### src/rtl/sha256_header_hasher.sv
// Drives a SHA-256 compression core over an 80-byte header: two padded blocks, plus an optional third block that re-hashes the first digest.
// One header in flight. in_ready stays low until the digest is taken, and out_valid holds while out_ready is low.
module sha256_header_hasher #(
    parameter bit DOUBLE_HASH = 1'b1,
    parameter int TIMEOUT     = 255
) (
    input  logic         clk,
    input  logic         rst,
    input  logic         in_valid,
    output logic         in_ready,
    input  logic [639:0] in_header,
    output logic         core_enable,
    output logic [511:0] core_data,
    output logic [255:0] core_hash,
    input  logic [255:0] core_hash_out,
    input  logic         core_done,
    output logic         out_valid,
    input  logic         out_ready,
    output logic [255:0] out_digest,
    output logic         out_err
);
    localparam int WD_W = $clog2(TIMEOUT + 1);
    localparam logic [WD_W-1:0] WD_LAST = WD_W'(TIMEOUT - 1);
    localparam logic [255:0] IV = {32'h6a09e667, 32'hbb67ae85, 32'h3c6ef372, 32'ha54ff53a,
                                   32'h510e527f, 32'h9b05688c, 32'h1f83d9ab, 32'h5be0cd19};

    // Each *_WAIT encoding is its *_START plus one.
    localparam logic [2:0] IDLE     = 3'd0;
    localparam logic [2:0] B1_START = 3'd1;
    localparam logic [2:0] B1_WAIT  = 3'd2;
    localparam logic [2:0] B2_START = 3'd3;
    localparam logic [2:0] B2_WAIT  = 3'd4;
    localparam logic [2:0] B3_START = 3'd5;
    localparam logic [2:0] B3_WAIT  = 3'd6;
    localparam logic [2:0] OUT      = 3'd7;

    logic [2:0]      state;
    logic [WD_W-1:0] wd_cnt;
    logic [127:0]    hdr_tail;

    always_ff @(posedge clk) begin
        if (rst) begin
            state       <= IDLE;
            wd_cnt      <= '0;
            hdr_tail    <= '0;
            in_ready    <= 1'b0;
            core_enable <= 1'b0;
            core_data   <= '0;
            core_hash   <= '0;
            out_valid   <= 1'b0;
            out_digest  <= '0;
            out_err     <= 1'b0;
        end else begin
            core_enable <= 1'b0;
            case (state)
                IDLE: begin
                    in_ready <= 1'b1;
                    if (in_valid && in_ready) begin
                        in_ready    <= 1'b0;
                        hdr_tail    <= in_header[127:0];
                        core_data   <= in_header[639:128];
                        core_hash   <= IV;
                        core_enable <= 1'b1;
                        out_err     <= 1'b0;
                        state       <= B1_START;
                    end
                end
                // core_done here is still the previous block's result.
                B1_START, B2_START, B3_START: begin
                    wd_cnt <= '0;
                    state  <= state + 3'd1;
                end
                B1_WAIT, B2_WAIT, B3_WAIT: begin
                    if (core_done) begin
                        if (state == B1_WAIT) begin
                            core_hash   <= core_hash_out;
                            core_data   <= {hdr_tail, 32'h80000000, 288'h0, 64'd640};
                            core_enable <= 1'b1;
                            state       <= B2_START;
                        end else if (state == B2_WAIT && DOUBLE_HASH) begin
                            out_digest  <= core_hash_out;
                            core_hash   <= IV;
                            core_data   <= {core_hash_out, 32'h80000000, 160'h0, 64'd256};
                            core_enable <= 1'b1;
                            state       <= B3_START;
                        end else begin
                            out_digest <= core_hash_out;
                            out_valid  <= 1'b1;
                            state      <= OUT;
                        end
                    end else if (wd_cnt == WD_LAST) begin
                        out_digest <= '0;
                        out_err    <= 1'b1;
                        out_valid  <= 1'b1;
                        state      <= OUT;
                    end else begin
                        wd_cnt <= wd_cnt + WD_W'(1);
                    end
                end
                OUT: begin
                    if (out_ready) begin
                        out_valid <= 1'b0;
                        in_ready  <= 1'b1;
                        state     <= IDLE;
                    end
                end
                default: state <= IDLE;
            endcase
        end
    end
endmodule

### config.mk
export PLATFORM = sky130hd
export DESIGN_NAME = sha256_header_hasher
export DESIGN_NICKNAME = d
export VERILOG_FILES = /design/src/rtl/sha256_header_hasher.sv
export SDC_FILE = /design/constraint.sdc
export NUM_CORES = 2
export LEC_CHECK = 0
export ABC_CLOCK_PERIOD_IN_PS = 3000
export BUFFER_PORTS_ARGS = -buffer_cell sky130_fd_sc_hd__buf_2
export CAP_MARGIN = 10
export CORE_AREA = 2 2 747 749
export CTS_BUF_LIST = sky130_fd_sc_hd__clkbuf_2 sky130_fd_sc_hd__clkbuf_4 sky130_fd_sc_hd__clkbuf_8
export CTS_CLUSTER_DIAMETER = 80
export CTS_CLUSTER_SIZE = 20
export DETAILED_ROUTE_END_ITERATION = 12
export DIE_AREA = 0 0 749 751
export PLACE_DENSITY = 0.3
export RECOVER_POWER = 25
export SKIP_LAST_GASP = 1
export SYNTH_ARGS = -nofsm -noshare
export SYNTH_HDL_FRONTEND = slang
export SYNTH_SLANG_ARGS = --single-unit
### constraint.sdc
create_clock -name clk -period 3 [get_ports clk]
set_input_delay 0.9 -clock clk [delete_from_list [all_inputs] [get_ports clk]]
set_output_delay 0.9 -clock clk [all_outputs]
set_load 0.1 [all_outputs]
Word-level counts from Yosys, hierarchy flattened
Cells that the tools add are included.

Eq/ne operators: 19. Multiplexer cells: 40. Reduce and logical (&&, ||, !) cells: 17. Add/subtract/negate cells: 2.

Operators by type and width (count): $mux W512 (4); $mux W256 (7); $pmux W512 S2 (1); $pmux W256 S2 (1); $mux W8 (2); $pmux W8 S2 (1); $mux W3 (5); $ne A2 B2 Y1 const B (7); $mux W1 (13); $eq A3 B3 Y1 const B (4); $ne A3 B3 Y1 const B (4); $pmux W3 S4 (1); $reduce_bool A2 Y1 (5); $reduce_and A3 Y1 (3); $add A8 B1 Y8 const B (1); $eq A8 B8 Y1 const B (1); $pmux W1 S2 (4); $reduce_and A4 Y1 (2); $eq A3 B2 Y1 const B (2); $reduce_or A3 Y1 (2); $reduce_and A5 Y1 (1); $reduce_and A2 Y1 (2); $add A3 B1 Y3 const B (1); $eq A3 B1 Y1 const B (1); other kinds (3) (3).

Word-level logic and storage cells: 88. Output and inout bits: 1028. Bits in registers: 1167. Input bits: 901.

Logic depth before layout (Yosys ltp)
Word-level depth: 5. Gate-level depth with buffers: 9. Gate-level depth less buffers: 7.

Worst setup path before layout
OpenSTA, ideal clock, no wires.

Path kind: register -> register. From: register in_ready. To: register core_data[425]. Setup time: 116 ps. Path slack: 557 ps. Stages on the path, launching flop included: 8. Arrival time: 2327 ps. Clock period less this slack: 2443 ps. Required time: 2884 ps. Buffers on the path: 4. Path through: dfxtp_1 -> nand3b_1 -> a221o_1 -> buf_2 -> buf_2 -> buf_2 -> buf_2 -> a31o_2.

Cells in the longest elaborated chain, start to end: 3.

RTL lines: start, declared (line 10) `output logic in_ready,`; start signal, assigned (line 46) `in_ready <= 1'b0;`; start signal, assigned (line 57) `in_ready <= 1'b1;`; start signal, assigned (line 59) `in_ready <= 1'b0;`; $logic_and A1 B1 Y1 (line 58) `if (in_valid && in_ready) begin`; $ne A2 B2 Y1 (no line); $reduce_and A4 Y1 (no line); end signal, assigned (line 61) `core_data <= in_header[639:128];`; end signal, assigned (line 77) `core_data <= {hdr_tail, 32'h80000000, 288'h0, 64'd640};`; end signal, assigned (line 83) `core_data <= {core_hash_out, 32'h80000000, 160'h0, 64'd256};`; end, declared (line 13) `output logic [511:0] core_data,`.

Every way passes these cells. A chain may end at the register's enable or synchronous reset.

Worst setup path after layout
From: register out_digest[24]. To: output port out_digest[24].

RTL lines: start, declared (line 19) `output logic [255:0] out_digest,`; start signal, assigned (line 81) `out_digest <= core_hash_out;`; start signal, assigned (line 87) `out_digest <= core_hash_out;`.

No word-level cell between the ends.

==> reports/metrics.csv <==
metric,value,unit
htreeDepth,4,
cts_buffers,140,
grt_pass1_vias,49920,
post-cts-setup-buffers,0,
top_layer_used,met5,
crit_fanout,2,
p_leak,28.82,nW
startpoint_type,flip-flop,
fin_tns_setup,0,ns
postRouteAntennaNets,0,
maxSlewViolCount,0,
final_util,13.19,%
ys_ff_latch,1167,
dieArea,562500,um^2
dieHeight,751,um
placed_area,64310,um^2
asyncSetResetFlopFracSynth,0,%
cp_top_family,buffers and inverters,
setup_violations,0,
fin_crit_sh,94.69,%
drt_iter0_drc,3879,
synth_edf_count,0,
cts_root_buf,clkbuf_8,
synth_warnings,0,
crit_buf_inv,1,
cts_tree,yes,
netlist_area,44160,um^2
fin_ws,0.1594,ns
syn_to_final_growth,65.67,%
dp_slack,-0.4660,ns
remaining_drc_errors,0,
status,"complete, no violations",
ys_seq_area_share,52.90,%
ioPinCount,1929,
grt.overflow.total,0,
wl_per_cell,31.40,um
clk_pin_slew,0.12,ns
hpwl,394600,um
place.gp.congestion,0.9312,
cap_viol_max_count,0,
max_stage_delay,0.58,ns
wl_met2,203700,um
max_clock_freq,352.0,MHz
worstPathRequired,2.10,ns
clock_latency,1.10,ns
intPower,35.10,mW
final_nets,8318,
syn_area_per_cell,8.611,um^2
grt_first_pass_wirelength,584400,um
cp-startpoint,out_digest[24],
path_cells,buf_2,
p_seq_share,24.5,%
timing.rr.start,state[0],
worst_hold_slack,0.1719,ns
peakVddDrop,0.5454,mV
clock_path_buffers,4,
cts_sinks,1167,
start_util,7.962,%
finalNonFillerCells,15003,
yosys-top-cells-area,"dfxtp_1, nand2_1, nor3_1, nor2_1, o31ai_1",
rsz0062_at_grt,false,
synth_cells,5129,
power.density,1199,nW/um^2
synth_top_cell_by_area,dfxtp_1,
cp-end-kind,output pin,
relSlewSlack,1.953,%
worst_pin_slew,1.471,ns
grt.total_usage,15.93,%
netlist.area_leader.share,52.90,%
fp-row-count,274,
drt_pre_antenna_iters,5,
synth_nets,6034,
skew,0.1561,ns
hold_viol_final,0,
die_w,749,um
netlist-cell-type-count,44,
power_switching,52.59,mW
grt_max_degree,123,
combPwrFrac,58.7,%
hold_path_class,input pin to flip-flop,
crit_arrival,1.94,ns
vias,51268,
drive_gt1_share,34.03,%
p_clk_share,16.8,%
final_cell_area,73170,um^2
coreArea,554700,um^2
synthFlopType,dfxtp_1,
antenna_found_initial,394,
min_from,in_header[150],
viasPerCell,3.417,
finalWirelength,471200,um
totalPowerFinal,87.69,mW
wl_met1,184700,um
dp.cells,14139,
cp_slowest_cell,buf_2,
wl_met3,63600,um
sw_frac_of_total,59.97,%
fin_crit,2.841,ns
criticalPathCategory,flip-flop to output pin,
port_buffers,1928,
[layer usage]
layer | track usage [%] | up-vias
met4 | 5.351 | 236
met2 | 24.44 | 2502
met1 | 18.41 | 24890
li1 | - | 22793
met3 | 9.281 | 847
met5 | 0 | -
[worst reg2reg max path, cell delays in order, from the launching register on]
cell and delay, ns:
dfxtp_1 0.76, or3b_1 0.35, buf_12 0.19, buf_2 0.80, mux2i_1 0.44, a211oi_1 0.13, a31o_2 0.22
[registers in the layout, summed over array words and instances, names as in the netlist]
register	cells
in_ready	1
core_data	512
hdr_tail	128
wd_cnt	8
core_enable	1
core_hash	256
out_digest	256
out_valid	1
out_err	1
state	3
[area by class of cell]
cell class / count / area, um^2
fill: 64160 / 481500
tap: 7314 / 9151
antenna: 166 / 415.4
inverter: 267 / 1010
clock inverter: 90 / 1176
clock buffer: 162 / 2180
multi-input combinational: 3191 / 17800
timing repair buffer: 2646 / 18060
sequential: 1167 / 23370
[Yosys cell counts, types with 2 or more instances]
cell	number
a211o_1	21
a211oi_1	114
a21oi_1	285
a221oi_1	129
a22oi_1	252
a31o_2	107
buf_1	12
buf_2	135
buf_4	4
clkbuf_1	353
dfxtp_1	1167
ha_1	4
inv_1	266
mux2i_1	107
nand2_1	661
nand2b_1	6
nand3_1	125
nand4_1	2
nor2_1	526
nor3_1	408
nor3b_1	2
o21ai_0	113
o22ai_1	42
o31ai_1	261
o32ai_1	2
or2_2	2
or4_1	6
[final timing paths]
path | endpoint | slack [ns] | cells after the start
max | out_digest[24] | 0.16 | 1
min | core_data[22] | 0.17 | 3
max reg2reg | core_data[412] | 0.19 | 6
min reg2reg | core_hash[12] | 0.45 | 2
[kinds of logic (layout without fill, tap and decap cells)]
| family | after synthesis | count (layout) | synth area share (%) |
|---|---|---|---|
| AO/OA/AOI/OAI | 1337 | 1337 | 21.11 |
| buffers and inverters | 771 | 3165 | 6.969 |
| flip-flops | 1167 | 1167 | 52.90 |
| AND/OR/NAND/NOR | 1743 | 1743 | 16.49 |
| other | 0 | 166 | 0 |
| adder cells (fa/ha/maj) | 4 | 4 | 0.1133 |
| multiplexers | 107 | 107 | 2.425 |
[layout by cell type (no fill, tap or decap), types with 124 or more instances in the layout]
| cell type | instances |
|---|---|
| a21oi_1 | 284 |
| nor2_1 | 525 |
| a221oi_1 | 129 |
| nand2_1 | 660 |
| dlygate4sd3_1 | 446 |
| inv_1 | 264 |
| nor3_1 | 406 |
| o31ai_1 | 261 |
| diode_2 | 166 |
| a22oi_1 | 252 |
| clkbuf_8 | 154 |
| buf_2 | 1585 |
| buf_4 | 465 |
| nand3_1 | 124 |
| dfxtp_1 | 1158 |
[timing repair]
action                     CTS  global route
setup endpoints to repair  339             2
hold buffers               446             0
hold endpoints to repair   477             0
resized for setup          360             2
[power groups by stage]
stage | sequential (mW) | combinational [mW] | clock, mW
finish | 21.5 | 51.5 | 14.7
global route | 21.9 | 53.9 | 15.9
CTS | 21.5 | 52.8 | 15.5
detailed placement | 21.8 | 51.4 | 0
global placement | 21.7 | 51.6 | 0
floorplan | 44.7 | 11.0 | 0
Note: power is estimated with default switching activity, not from simulation.
